### config.mk
export PLATFORM = sky130hd
export DESIGN_NAME = beat_timer
export DESIGN_NICKNAME = d
export VERILOG_FILES = /design/src/rtl/beat_pkg.sv /design/src/rtl/beat_len_lut.sv /design/src/rtl/beat_timer.sv
export SDC_FILE = /design/constraint.sdc
export NUM_CORES = 1
export LEC_CHECK = 0
export ABC_AREA = 1
export CORE_ASPECT_RATIO = 0.8
export CORE_UTILIZATION = 53
export DETAILED_ROUTE_END_ITERATION = 12
export PLACE_DENSITY = 0.72
export SYNTH_ARGS = -nofsm -noshare
export SYNTH_HDL_FRONTEND = slang
export SYNTH_SLANG_ARGS = --single-unit
export TNS_END_PERCENT = 5
### constraint.sdc
create_clock -name clk -period 2.7 [get_ports clk]
set_input_delay 0.675 -clock clk [delete_from_list [all_inputs] [get_ports clk]]
set_output_delay 0.675 -clock clk [all_outputs]
set_load 0.03 [all_outputs]
### src/rtl/beat_pkg.sv
// beat_pkg: shared beat-code constants, FSM state type and duration table
// for the beat_timer note-duration timer.
package beat_pkg;

  localparam logic [3:0] BEAT_WHOLE   = 4'd1;
  localparam logic [3:0] BEAT_HALF    = 4'd2;
  localparam logic [3:0] BEAT_QUARTER = 4'd3;
  localparam logic [3:0] BEAT_8TH     = 4'd4;
  localparam logic [3:0] BEAT_16TH    = 4'd5;
  localparam logic [3:0] BEAT_32ND    = 4'd6;

  typedef enum logic [1:0] {
    ST_IDLE,
    ST_ACTIVE,
    ST_DONE
  } state_e;

  function automatic logic beat_valid(input logic [3:0] code);
    return (code >= BEAT_WHOLE) && (code <= BEAT_32ND);
  endfunction

  // Base duration in cycles for a beat code, q = cycles per quarter note.
  function automatic logic [63:0] beat_base(
    input logic [3:0]  code,
    input logic [63:0] q
  );
    logic [63:0] r;
    r = '0;
    unique case (1'b1)
      (code == BEAT_WHOLE):   r = q << 2;
      (code == BEAT_HALF):    r = q << 1;
      (code == BEAT_QUARTER): r = q;
      (code == BEAT_8TH):     r = q >> 1;
      (code == BEAT_16TH):    r = q >> 2;
      (code == BEAT_32ND):    r = q >> 3;
      default:                r = '0;
    endcase
    return r;
  endfunction

endpackage

### src/rtl/beat_len_lut.sv
// beat_len_lut: combinational beat code -> note duration lookup.
// BEAT_TIMER_DOT_EN builds the dotted-note adder; otherwise dotted is ignored.
module beat_len_lut
  import beat_pkg::*;
#(
  parameter int unsigned CNT_W          = 28,
  parameter int unsigned QUARTER_CYCLES = 20000000
) (
  input  logic [3:0]       beat_i,
  input  logic             dotted_i,
  output logic [CNT_W-1:0] dur_o,
  output logic             valid_o
);

  logic [63:0]      base;
  logic [CNT_W-1:0] base_w;
  logic             unused_ok;

  assign base    = beat_base(beat_i, 64'(QUARTER_CYCLES));
  assign base_w  = base[CNT_W-1:0];
  assign valid_o = beat_valid(beat_i);

`ifdef BEAT_TIMER_DOT_EN
  assign dur_o     = dotted_i ? base_w + (base_w >> 1) : base_w;
  assign unused_ok = ^base[63:CNT_W];
`else
  assign dur_o     = base_w;
  assign unused_ok = ^{dotted_i, base[63:CNT_W]};
`endif

endmodule

### src/rtl/beat_timer.sv
// beat_timer: times one note (tone part + articulation gap) per accepted start.
// Optional dotted notes via BEAT_TIMER_DOT_EN (see beat_len_lut).
module beat_timer
  import beat_pkg::*;
#(
  parameter int unsigned CNT_W          = 28,
  parameter int unsigned QUARTER_CYCLES = 20000000,
  parameter int unsigned GAP_CYCLES     = 1000000
) (
  input  logic       clk,
  input  logic       rst_n,
  input  logic       start,
  input  logic [3:0] beat,
  input  logic       dotted,
  input  logic       pause,
  input  logic       stop,
  output logic       ready,
  output logic       busy,
  output logic       note_on,
  output logic       done,
  output logic       err
);

  localparam logic [CNT_W-1:0] GAP = CNT_W'(GAP_CYCLES);
  localparam logic [CNT_W-1:0] ONE = CNT_W'(1);

  state_e           state_q, state_d;
  logic [CNT_W-1:0] cnt_q, cnt_d;
  logic [CNT_W-1:0] dur;
  logic             dur_ok;
  logic             accept, hold, last;

  logic ready_q, busy_q, note_q, done_q, err_q;
  logic ready_d, busy_d, note_d, done_d, err_d;

  beat_len_lut #(
    .CNT_W         (CNT_W),
    .QUARTER_CYCLES(QUARTER_CYCLES)
  ) u_lut (
    .beat_i  (beat),
    .dotted_i(dotted),
    .dur_o   (dur),
    .valid_o (dur_ok)
  );

  assign accept = start && (state_q != ST_ACTIVE);
  assign hold   = (state_q == ST_ACTIVE) && pause;
  // cnt_q holds the busy cycles still to run, including the current one.
  assign last   = cnt_q <= ONE;

  // State, counter and registered outputs.
  always_ff @(posedge clk) begin
    if (!rst_n) begin
      state_q <= ST_IDLE;
      cnt_q   <= '0;
      ready_q <= 1'b1;
      busy_q  <= 1'b0;
      note_q  <= 1'b0;
      done_q  <= 1'b0;
      err_q   <= 1'b0;
    end else begin
      state_q <= state_d;
      cnt_q   <= cnt_d;
      ready_q <= ready_d;
      busy_q  <= busy_d;
      note_q  <= note_d;
      done_q  <= done_d;
      err_q   <= err_d;
    end
  end

  // Next state and counter; stop overrides everything.
  always_comb begin
    state_d = state_q;
    cnt_d   = cnt_q;
    if (stop) begin
      state_d = ST_IDLE;
      cnt_d   = '0;
    end else begin
      unique case (state_q)
        ST_ACTIVE: begin
          if (!pause) begin
            if (last) begin
              state_d = ST_DONE;
              cnt_d   = '0;
            end else begin
              cnt_d = cnt_q - ONE;
            end
          end
        end
        ST_IDLE, ST_DONE: begin
          if (accept && dur_ok) begin
            state_d = ST_ACTIVE;
            cnt_d   = dur;
          end else begin
            state_d = ST_IDLE;
          end
        end
        default: begin
          state_d = ST_IDLE;
          cnt_d   = '0;
        end
      endcase
    end
  end

  // Output values for the next cycle, derived from the next state.
  always_comb begin
    ready_d = state_d != ST_ACTIVE;
    busy_d  = state_d == ST_ACTIVE;
    note_d  = busy_d && !hold && (cnt_d > GAP);
    err_d   = !stop && accept && !dur_ok;
    done_d  = (state_d == ST_DONE) || err_d;
  end

  assign ready   = ready_q;
  assign busy    = busy_q;
  assign note_on = note_q;
  assign done    = done_q;
  assign err     = err_q;

`ifndef SYNTHESIS
  localparam logic [64:0] CAP = 65'd1 << CNT_W;

  // Durations and the gap must fit in the counter.
  always_ff @(posedge clk) begin
    assert ((65'(QUARTER_CYCLES) * 65'd6 < CAP) && (65'(GAP_CYCLES) < CAP))
      else $error("beat_timer: CNT_W too narrow for configured durations");
  end
`endif

endmodule

==> impl_summary.txt, run 1 <==
----------------------------------------------------
[Outcome]
  Status ... finished clean

[STA]
  Maximum frequency from static timing analysis ... 394.2 MHz
  Total of endpoints with negative setup slack in the final report ... 0
  Final worst clock skew ... 0.008517 ns
  Share of the cycle needed by the critical path after routing ... 0.9396
  Number of slew-limit violations in the final report ... 0
  Final worst setup slack ... 0.1632 ns
  Final setup TNS ... 0 ns
  Fin crit period ... 2.537 ns
  Worst hold slack ... 0.6445 ns
  Actual transition at the worst max-transition pin ... 0.3564 ns
  Max transition margin ... 0.7599
  Number of hold violations in the final report ... 0

[Place]
  Half-perimeter wire length after detailed placement ... 7260 microns
  Number of placed instances, taps included ... 629
  Gp weighted congestion ... 0.9328
  Count of input and output buffers ... 13
  Worst setup slack after placement ... -0.3972 ns

[Cells and area]
  Ant. Diodes ... 0
  Most common cell after layout, fill and taps aside ... sky130_fd_sc_hd__nand2_1
  Count of nets after finishing ... 587
  Highest-count cells in the layout ignoring fill and taps ... 122 x sky130_fd_sc_hd__nand2_1, 114 x sky130_fd_sc_hd__nor2_1, 69 x sky130_fd_sc_hd__buf_4
  Post-Layout Cell Count ... 638
  Layout cells sized above 1 ... 0.2153
  Area added between synthesis and finish ... 30.38%
  Number of fill cells ... 468

[Routing]
  Drc violations ... 0
  Final wirelength ... 9239 microns
  Average wire per standard cell ... 14.48 microns
  Iteration-0 DRC Markers ... 450
  Via/cell ratio ... 5.306
  Number of antenna-violating nets in the routed design ... 0
  Initial DRT Pass Iterations ... 6
  Routed vias ... 3385

[Run]
  Max-cap viol count ... 0

[Clock tree]
  Num Clock Sinks ... 35
  Number of H-tree levels ... 2
  TritonCTS clock tree ... yes
  Total clock buffers created by CTS ... 5
  Clock edge transition at the registers on the reported setup and hold paths ... 0.08 ns
  Root buffer selected by CTS ... sky130_fd_sc_hd__clkbuf_8
  Maximum count of clock buffers along a single path ... 2
  Worst-Skew Late Latency ... 0.30 ns

[Synthesis]
  Top cells by area in the synthesized netlist ... sky130_fd_sc_hd__dfxtp_1 25%, sky130_fd_sc_hd__nand2_1 16%, sky130_fd_sc_hd__nor2_1 16%, sky130_fd_sc_hd__inv_1 7.4%, sky130_fd_sc_hd__nand3_1 5.8%
  Register area share after synthesis ... 0.2466
  Count of mapped cells out of synthesis ... 496
  Count of synthesis-stage warnings from yosys ... 0
  Post-synthesis net count ... 508
  Count of state elements after synthesis ... 35
  Most area-hungry cell type in the Yosys netlist ... sky130_fd_sc_hd__dfxtp_1
  Area fraction of the dominant cell type after synthesis ... 0.2466
  Per-instance average area after synthesis ... 5.729 sq um
  Distinct cell type count after synthesis ... 31
  Post-synthesis instance area ... 0.002841 sq mm

[Setup path]
  Req. time, crit path ... 2.94 ns
  Critical path, cell by cell ... clkdlybuf4s50_1 -> inv_1 -> buf_4 -> nor2_1 -> nand2_1 -> nor2_1 -> nor2_1 -> nand2_1 -> nor2_1 -> nor2_1 -> o21bai_1 -> nand3_1 -> nor2_2 -> nand2_1 -> nor2_1 -> nor2_1 -> nor2_1
  R2R Path Start ... cnt_q[0]
  Setup slack on the worst flop-to-flop path ... 0.33 ns
  Worst Path Buf+Inv ... 3
  Critical-path maximum fanout ... 4
  Startpoint types ... primary input
  Crit path capture type ... register
  Number of cells on the worst reg-to-reg path ... 18
  Worst path top cell family by delay ... simple AND/OR/NAND/NOR gates
  Worst path most repeated cell ... sky130_fd_sc_hd__nor2_1
  Slowest-stage cell, CP ... sky130_fd_sc_hd__clkdlybuf4s50_1
  Crit Path Class ... primary input to register
  Crit path largest cell delay ... 0.50 ns
  Reg2reg end ... note_on
  Arr. time, crit path ... 2.78 ns

[Floorplan]
  Initial core utilization ... 0.5578
  Chip width ... 83.87 microns
  # rows ... 23
  Die span in y ... 67.49 microns
  Ports placed on the boundary ... 15
  Total Die Area ... 0.005660 sq mm
  Core box area ... 0.005094 sq mm

[Min path]
  Worst hold start ... cnt_q[3]
  Number of cells traversed by the worst hold path ... 4
  Endpoint with the worst hold slack ... cnt_q[3]
  Path type of the worst min-delay path ... register to register

[Power and ir drop]
  Overall power consumption ... 0.001608 W
  Part of the total power dissipated in the clock network ... 0.304
  Total internal power ... 0.001034 W
  Ratio of total power to cell area ... 434.0 mW/mm^2
  Peak supply drop ... 0.2681 mV
  Combinational fraction of design power ... 0.356
  Reported leakage power ... 1.927 nW
  Net switching power of the design ... 0.0005736 W
  Flop pwr share ... 0.340
  Switching part of the total ... 0.3567

[Global routing]
  Met3 track demand over resource in global routing ... 0.04279
  Global-route met1 utilization ... 0.5037
  Total routing resource utilization after global routing ... 0.3389
  Global-route wire length before repair ... 14510 microns
  Pin count of the biggest net entering global routing ... 18
  Vias in the first global route ... 2883
  Layer with the highest usage after global routing ... met2
  Global routing met2 resource utilization ... 0.5113
  Initial antenna violation count ... 0
  Total global routing overflow ... 0

----------------------------------------------------
-- sequential cells by signal (all words and copies together) (netlist names) --
name     cells
busy         1
note_on      1
state_q      2
err          1
ready        1
cnt_q       28
done         1
-- through the flow --
step / utilization / cell area [sq um]
2_1_floorplan: - / 2841
3_3_place_gp: 0.6910 / 3520
3_5_place_dp: 0.6910 / 3520
4_1_cts: 0.7141 / 3637
5_1_grt: 0.7273 / 3705
6_report: 0.7273 / 3705
-- cells in the mapped netlist --
cell,n
sky130_fd_sc_hd__nor2_1,120
sky130_fd_sc_hd__nand2_1,124
sky130_fd_sc_hd__buf_1,1
sky130_fd_sc_hd__nand3_4,1
sky130_fd_sc_hd__nor2_4,5
sky130_fd_sc_hd__xnor2_1,3
sky130_fd_sc_hd__a21oi_1,23
sky130_fd_sc_hd__clkbuf_1,4
sky130_fd_sc_hd__nor2_2,8
sky130_fd_sc_hd__ha_1,2
sky130_fd_sc_hd__a22oi_1,1
sky130_fd_sc_hd__dfxtp_1,35
sky130_fd_sc_hd__xor2_1,10
sky130_fd_sc_hd__inv_2,6
sky130_fd_sc_hd__nand2_4,5
sky130_fd_sc_hd__nor2_8,1
sky130_fd_sc_hd__nand4_1,10
sky130_fd_sc_hd__buf_2,3
sky130_fd_sc_hd__o21ai_0,20
sky130_fd_sc_hd__buf_6,1
sky130_fd_sc_hd__nand3_1,33
sky130_fd_sc_hd__o211ai_1,4
sky130_fd_sc_hd__clkinv_1,1
sky130_fd_sc_hd__buf_4,2
sky130_fd_sc_hd__nor3_4,1
sky130_fd_sc_hd__o21bai_1,2
sky130_fd_sc_hd__o21ai_1,2
sky130_fd_sc_hd__nor3_1,6
sky130_fd_sc_hd__o22ai_1,1
sky130_fd_sc_hd__inv_1,56
sky130_fd_sc_hd__nand2_2,5
-- power groups by stage --
stage	combinational (W)	sequential, W	clock, W
after detailed placement	0.000544	0.000558	0
after floorplan	0.000341	0.000558	0
after global routing	0.000625	0.000548	0.000520
after global placement	0.000535	0.000558	0
after CTS	0.000549	0.000546	0.000498
final	0.000572	0.000547	0.000489
-- repair_timing --
action,4_1_cts,5_1_grt
setup endpoints to repair,1,1
pin swaps,0,4
gates resized for setup,2,24
endpoints found under the hold margin,0,0
hold buffers,0,0
setup buffers,0,1
-- metal layers --
| metal | part of all wire | wire length [microns] | up-vias |
|---|---|---|---|
| met5 | 0 | 0 | - |
| li1 | - | - | 1699 |
| met2 | 0.42 | 3853 | 156 |
| met1 | 0.47 | 4362 | 1510 |
| met3 | 0.093 | 859 | 20 |
| met4 | 0.018 | 163 | 0 |
-- cell type report --
type                    instances  area [sq um]  share of cell area
clock buffers                   5         68.82             0.01857
clock inverters                 3         43.79             0.01182
well taps                      62         77.57             0.02094
inverters                      63         239.0             0.06451
multi-input cells             387          1902              0.5133
flip-flops and latches         35         700.7              0.1891
repair buffers                 83         673.1              0.1817
-- cell families after synthesis --
kind of cell	synth area share
compound gates	0.09996
buf+inv	0.1044
fa+ha+maj	0.008805
flops	0.2466
xor+xnor	0.04007
simple gates	0.5002
-- worst reg2reg max path: cells and delay by family (launching register included) --
kind	cells	cell delay (ns)
and+or+nand+nor	15	1.40
DFF	1	0.34
buffers and inverters	2	0.30
adders and majority gates	1	0.24
-- how the worst max path moves through the flow --
stage / end / depth (start not counted) / slack (ns) / from
after CTS: note_on / 18 / 0.02 / beat[2]
after global routing: note_on / 17 / -0.004 / beat[1]
after global placement: note_on / 16 / -0.34 / beat[0]
after detailed placement: note_on / 17 / -0.40 / beat[2]
final: note_on / 17 / 0.16 / beat[1]
after floorplan: note_on / 15 / 0.45 / pause
(Power assumes the default switching activity.)
==> run 2, diff against run 1 <==
--- a/config.mk
+++ b/config.mk
@@ -10,6 +10,7 @@
 export CORE_UTILIZATION = 53
 export DETAILED_ROUTE_END_ITERATION = 12
 export PLACE_DENSITY = 0.72
+export RECOVER_POWER = 25
 export SYNTH_ARGS = -nofsm -noshare
 export SYNTH_HDL_FRONTEND = slang
 export SYNTH_SLANG_ARGS = --single-unit
==> impl_summary.txt, run 2 (same netlist as run 1, synthesis figures left out) <==
----------------------------------------------------
[Outcome]
  Status ... finished clean

[Clock tree]
  TritonCTS clock tree ... yes
  Maximum count of clock buffers along a single path ... 2 (unchanged)
  Clock edge transition at the registers on the reported setup and hold paths ... 0.08 ns (about the same)
  Root buffer selected by CTS ... sky130_fd_sc_hd__clkbuf_8
  Worst-Skew Late Latency ... 0.30 ns (about the same)
  Number of H-tree levels ... 2 (unchanged)
  Number of buffers added to fix hold violations after cts ... 0 (unchanged)
  Num Clock Sinks ... 35 (unchanged)
  Total clock buffers created by CTS ... 5 (unchanged)

[Place]
  Cell area after placement ... 0.003520 sq mm (unchanged)
  Count of input and output buffers ... 13 (unchanged)
  Number of placed instances, taps included ... 629 (unchanged)
  Gp weighted congestion ... 0.9328 (unchanged)
  Half-perimeter wire length after detailed placement ... 7260 microns (unchanged)
  Worst setup slack after placement ... -0.3972 ns (unchanged)

[Cells and area]
  Final design instance area without fill ... 0.003705 sq mm (unchanged)
  Ant. Diodes ... 0 (unchanged)
  Largest register FFs ... 28 (unchanged)
  Post-Layout Cell Count ... 638 (unchanged)
  Area added between synthesis and finish ... 30.38% (unchanged)
  Highest-count cells in the layout ignoring fill and taps ... 122 x sky130_fd_sc_hd__nand2_1, 114 x sky130_fd_sc_hd__nor2_1, 69 x sky130_fd_sc_hd__buf_4
  Most flops, register ... cnt_q
  Layout cells sized above 1 ... 0.2153 (unchanged)
  Count of nets after finishing ... 587 (unchanged)
  Number of fill cells ... 468 (unchanged)
  Core Util, Final ... 0.7273 (unchanged)
  Top flop regs ... cnt_q x28, state_q x2
  Most common cell after layout, fill and taps aside ... sky130_fd_sc_hd__nand2_1

[Global routing]
  Global-route wire length before repair ... 14510 microns (unchanged)
  Vias in the first global route ... 2883 (unchanged)
  Pin count of the biggest net entering global routing ... 18 (unchanged)
  Total routing resource utilization after global routing ... 0.3389 (unchanged)
  Initial antenna violation count ... 0 (unchanged)
  Total global routing overflow ... 0 (unchanged)

[Setup path]
  Crit Path Class ... primary input to register
  Worst path most repeated cell ... sky130_fd_sc_hd__nor2_1
  Worst path top cell family by delay ... simple AND/OR/NAND/NOR gates
  Critical-path maximum fanout ... 4 (unchanged)
  Startpoint types ... primary input
  Req. time, crit path ... 2.94 ns (about the same)
  Critical path, cell by cell ... clkdlybuf4s50_1 -> inv_1 -> buf_4 -> nor2_1 -> nand2_1 -> nor2_1 -> nor2_1 -> nand2_1 -> nor2_1 -> nor2_1 -> o21bai_1 -> nand3_1 -> nor2_2 -> nand2_1 -> nor2_1 -> nor2_1 -> nor2_1
  Arr. time, crit path ... 2.76 ns (-0.02 ns)
  Crit path largest cell delay ... 0.50 ns (about the same)
  Crit path capture type ... register
  Worst Path Buf+Inv ... 3 (unchanged)
  Slowest-stage cell, CP ... sky130_fd_sc_hd__clkdlybuf4s50_1

[Routing]
  Final wirelength ... 9148 microns (-0.98%)
  Average wire per standard cell ... 14.34 microns (-0.98%)
  Number of antenna-violating nets in the routed design ... 0 (unchanged)
  Routed vias ... 3392 (+0.21%)
  Initial DRT Pass Iterations ... 5 (-1)
  Met3 Routed Length ... 998 microns (+16%)
  Amount of wire on met2 after detailed routing ... 3806 microns (-1.2%)
  Iteration-0 DRC Markers ... 401 (-11%)
  Drc violations ... 0 (unchanged)
  Wl on met1 ... 4177 microns (-4.2%)
  Top metal layer carrying routed signals ... met4
  Via/cell ratio ... 5.317 (+0.21%)

[Floorplan]
  Core box area ... 0.005094 sq mm (unchanged)
  Total Die Area ... 0.005660 sq mm (unchanged)
  Ports placed on the boundary ... 15 (unchanged)
  # rows ... 23 (unchanged)
  Initial core utilization ... 0.5578 (unchanged)
  Chip width ... 83.87 microns (unchanged)
  Die span in y ... 67.49 microns (unchanged)

[Run]
  Max-cap viol count ... 0 (unchanged)

[STA]
  Actual transition at the worst max-transition pin ... 0.3594 ns (+0.003082 ns)
  Final worst setup slack ... 0.1775 ns (+0.01424 ns)
  Share of the cycle needed by the critical path after routing ... 0.9343 (-0.005275)
  Max transition margin ... 0.7595 (about the same)
  Fin crit period ... 2.523 ns (-0.01424 ns)
  Final worst clock skew ... 0.008849 ns (+0.0003321 ns)
  Number of hold violations in the final report ... 0 (unchanged)
  Number of slew-limit violations in the final report ... 0 (unchanged)
  Maximum frequency from static timing analysis ... 396.4 MHz (+0.56%)
  Total of endpoints with negative setup slack in the final report ... 0 (unchanged)

[Power and ir drop]
  Ratio of total power to cell area ... 433.3 mW/mm^2 (-0.17%)
  Overall power consumption ... 0.001605 W (-0.17%)
  Peak supply drop ... 0.2669 mV (-0.45%)
  Reported leakage power ... 1.937 nW (+0.53%)

[Min path]
  Path type of the worst min-delay path ... register to register

----------------------------------------------------
==> run 2: worst paths after layout <==
path / start / to / slack, ns / cells past startpoint
setup / recovery: beat[1] / note_on / 0.18 / 17
hold / removal: cnt_q[3] / cnt_q[3] / 0.65 / 4
setup reg to reg: cnt_q[0] / note_on / 0.31 / 18
hold reg to reg: cnt_q[3] / cnt_q[3] / 0.65 / 4
==> run 2: per-layer routing <==
| layer | GRT usage | vias to the layer above |
|---|---|---|
| met1 | 0.5037 | 1509 |
| li1 | - | 1702 |
| met5 | 0 | - |
| met3 | 0.04279 | 16 |
| met4 | 0.09698 | 0 |
| met2 | 0.5113 | 165 |
==> run 2: repair_timing <==
item	4_1_cts	5_1_grt
buffers inserted	0	1
pin swaps	0	4
gates resized for setup	2	24
endpoints found under the setup margin	1	1
==> run 2: report_power, final <==
| part | total [W] | internal [W] | switching, W |
|---|---|---|---|
| clock | 0.000489 | 0.000275 | 0.000214 |
| combinational | 0.000570 | 0.000229 | 0.000341 |
| sequential | 0.000546 | 0.000530 | 0.0000166 |
| total | 0.00161 | 0.00103 | 0.000572 |
==> run 2: per-stage QoR <==
stage,TNS (ns),hold slack (ns)
2_1_floorplan,0,0.5341
3_3_place_gp,-0.4139,0.6242
5_1_grt,-0.004466,0.7257
4_1_cts,0,0.6481
6_report,0,0.6460
3_5_place_dp,-1.015,0.6326
==> run 2: worst min-delay path, stage by stage, from the launching register on <==
cell	delay, ns
sky130_fd_sc_hd__dfxtp_1	0.35
sky130_fd_sc_hd__nand2_1	0.07
sky130_fd_sc_hd__o21ai_0	0.10
sky130_fd_sc_hd__inv_1	0.06
sky130_fd_sc_hd__nor2_1	0.03
==> run 2: layout make-up <==
| class | instances | area, sq um | area share |
|---|---|---|---|
| well taps | 62 | 77.57 | 0.02094 |
| clock buffers | 5 | 68.82 | 0.01857 |
| clock inverters | 3 | 43.79 | 0.01182 |
| flip-flops and latches | 35 | 700.7 | 0.1891 |
| multi-input cells | 387 | 1902 | 0.5133 |
| repair buffers | 83 | 673.1 | 0.1817 |
| inverters | 63 | 239.0 | 0.06451 |
==> run 3, diff against run 2 <==
--- a/config.mk
+++ b/config.mk
@@ -6,7 +6,6 @@
 export NUM_CORES = 1
 export LEC_CHECK = 0
 export ABC_AREA = 1
-export CORE_ASPECT_RATIO = 0.8
 export CORE_UTILIZATION = 53
 export DETAILED_ROUTE_END_ITERATION = 12
 export PLACE_DENSITY = 0.72
==> constraint.sdc (replaced) <==
create_clock -name clk -period 3.1 [get_ports clk]
set_input_delay 0.775 -clock clk [delete_from_list [all_inputs] [get_ports clk]]
set_output_delay 0.775 -clock clk [all_outputs]
set_load 0.03 [all_outputs]
==> impl_summary.txt, run 3 (same netlist as run 1, synthesis figures left out) <==
----------------------------------------------------
[Floorplan]
  Total Die Area ... 0.005658 sq mm (about the same)
  Initial core utilization ... 0.5528 (-0.005025)
  Die span in y ... 75.22 microns (+11%)
  Ports placed on the boundary ... 15 (unchanged)
  Core box area ... 0.005140 sq mm (+0.91%)
  Chip width ... 75.22 microns (-10%)
  # rows ... 26 (+13%)

[Clock tree]
  Clock edge transition at the registers on the reported setup and hold paths ... 0.08 ns (about the same)
  Maximum count of clock buffers along a single path ... 2 (unchanged)
  Num Clock Sinks ... 35 (unchanged)
  Number of H-tree levels ... 2 (unchanged)
  Worst-Skew Late Latency ... 0.29 ns (about the same)
  Post-CTS Repair Setup Buffers ... 0 (unchanged)
  Root buffer selected by CTS ... sky130_fd_sc_hd__clkbuf_8
  Total clock buffers created by CTS ... 5 (unchanged)
  TritonCTS clock tree ... yes

[Routing]
  Average wire per standard cell ... 14.03 microns (-2.2%)
  Routed vias ... 3277 (-3.4%)
  Number of antenna-violating nets in the routed design ... 0 (unchanged)
  Drc violations ... 0 (unchanged)
  Final wirelength ... 8572 microns (-6.3%)
  Initial DRT Pass Iterations ... 5 (unchanged)
  Via/cell ratio ... 5.363 (+0.88%)
  Iteration-0 DRC Markers ... 325 (-19%)

[STA]
  Unrepaired setup endpoints after global routing ... no
  Fin crit period ... 2.852 ns
  Maximum frequency from static timing analysis ... 350.6 MHz
  Number of slew-limit violations in the final report ... 0 (unchanged)
  Actual transition at the worst max-transition pin ... 0.4639 ns (+0.1044 ns)
  Total of endpoints with negative setup slack in the final report ... 0 (unchanged)
  Final worst clock skew ... 0.007230 ns (-0.001619 ns)
  Worst hold slack ... 0.6483 ns (+0.002310 ns)
  Number of hold violations in the final report ... 0 (unchanged)
  Share of the cycle needed by the critical path after routing ... 0.9201
  Max transition margin ... 0.6903 (-0.06915)

[Setup path]
  Req. time, crit path ... 3.30 ns (+0.36 ns)
  Crit Path Class ... primary input to register
  Startpoint types ... primary input
  Crit path capture type ... register
  Critical-path maximum fanout ... 8 (+4)
  Arr. time, crit path ... 3.05 ns (+0.29 ns)

[Global routing]
  Total routing resource utilization after global routing ... 0.3242 (-0.01471)
  Initial antenna violation count ... 0 (unchanged)
  Vias in the first global route ... 2741 (-4.9%)
  Total global routing overflow ... 0 (unchanged)
  Global-route wire length before repair ... 13360 microns (-7.9%)
  Pin count of the biggest net entering global routing ... 16 (-2)

[Place]
  Count of input and output buffers ... 13 (unchanged)
  Gp weighted congestion ... 1.082 (+16%)
  Half-perimeter wire length after detailed placement ... 6768 microns (-6.8%)

[Cells and area]
  Most common cell after layout, fill and taps aside ... sky130_fd_sc_hd__nand2_1
  Count of nets after finishing ... 552 (-6.0%)
  Most flops, register ... cnt_q
  Layout cells sized above 1 ... 0.1442 (-0.07110)
  Largest register FFs ... 28 (unchanged)
  Top flop regs ... cnt_q x28, state_q x2
  Area added between synthesis and finish ... 18.67%
  Ant. Diodes ... 0 (unchanged)
  Highest-count cells in the layout ignoring fill and taps ... 123 x sky130_fd_sc_hd__nand2_1, 120 x sky130_fd_sc_hd__nor2_1, 55 x sky130_fd_sc_hd__inv_1
  Core Util, Final ... 0.6560 (-0.07130)

[Power and ir drop]
  Peak supply drop ... 0.2641 mV (-1.0%)
  Overall power consumption ... 0.001301 W (-19%)
  Ratio of total power to cell area ... 385.7 mW/mm^2 (-11%)
  Reported leakage power ... 1.731 nW (-11%)

[Min path]
  Path type of the worst min-delay path ... register to register

[Run]
  Max-cap viol count ... 0 (unchanged)

[Outcome]
  Status ... finished clean

----------------------------------------------------
-- run 3: cell types whose count changed in the layout (fill, tap and decap cells not counted), sizes merged --
cell / previous run / this run
dlymetal6s2s: 2 / 0
clkinvlp: 0 / 1
clkbuf: 5 / 7
dlygate4sd3: 5 / 6
clkdlybuf4s50: 6 / 7
clkinv: 3 / 1
bufinv: 1 / 0
buf: 70 / 35
-- run 3: timing repair --
item / 4_1_cts / 5_1_grt
gates resized for setup: 0 / 3
hold buffers: 0 / 0
endpoints found under the setup margin: 0 / 1
-- run 3: routing by layer --
metal  GRT usage  up-vias  wire [microns]  part of all wire
li1            -     1638               -                 -
met1      0.4576     1483            3868              0.45
met2      0.5065      141            3803              0.44
met3     0.04685       15             720             0.084
met4      0.1111        0             179             0.021
met5           0        -               0                 0
-- run 3: area by class of cell --
cell class	count	area, sq um
multi-input cells	387	1851
flip-flops and latches	35	700.7
repair buffers	48	392.9
clock inverters	1	7.507
fillers	525	1768
inverters	63	236.5
well taps	70	87.58
clock buffers	7	96.34
-- run 3: final timing paths --
kind / cells past startpoint / startpoint / end / slack [ns]
min reg2reg: 4 / cnt_q[1] / cnt_q[1] / 0.65
max: 17 / beat[2] / note_on / 0.25
min: 4 / cnt_q[1] / cnt_q[1] / 0.65
max reg2reg: 16 / state_q[0] / note_on / 0.64
-- run 3: power breakdown --
group,internal (W),switching (W)
clock network,0.000202,0.000184
logic,0.000162,0.000274
registers,0.000461,0.0000159
total,0.000826,0.000475
-- run 3: worst max-delay path, cell delays in order --
cell and delay (ns):
sky130_fd_sc_hd__clkdlybuf4s50_1 0.51, sky130_fd_sc_hd__inv_1 0.06, sky130_fd_sc_hd__nor2_1 0.13, sky130_fd_sc_hd__o21ai_0 0.13, sky130_fd_sc_hd__nand2_1 0.09, sky130_fd_sc_hd__nand2_2 0.13
sky130_fd_sc_hd__buf_4 0.19, sky130_fd_sc_hd__nor2_2 0.16, sky130_fd_sc_hd__nand2_1 0.09, sky130_fd_sc_hd__nor2_1 0.11, sky130_fd_sc_hd__o21ai_1 0.12, sky130_fd_sc_hd__nor2_2 0.12
sky130_fd_sc_hd__nand2_1 0.09, sky130_fd_sc_hd__nor2_1 0.16, sky130_fd_sc_hd__nand3_1 0.09, sky130_fd_sc_hd__nand2_1 0.06, sky130_fd_sc_hd__nor2_1 0.03
-- run 3: metrics by stage --
| stage | cell area [sq um] | setup TNS, ns | cells | setup slack [ns] |
|---|---|---|---|---|
| floorplan | 2841 | 0 | 496 | 0.7533 |
| global placement | 3262 | -0.1011 | 603 | -0.1011 |
| detailed placement | 3262 | -0.1301 | 603 | -0.1301 |
| CTS | 3366 | 0 | 611 | 0.1807 |
| global route | 3372 | 0 | 611 | 0.04347 |
| finish | 3372 | 0 | 611 | 0.2477 |
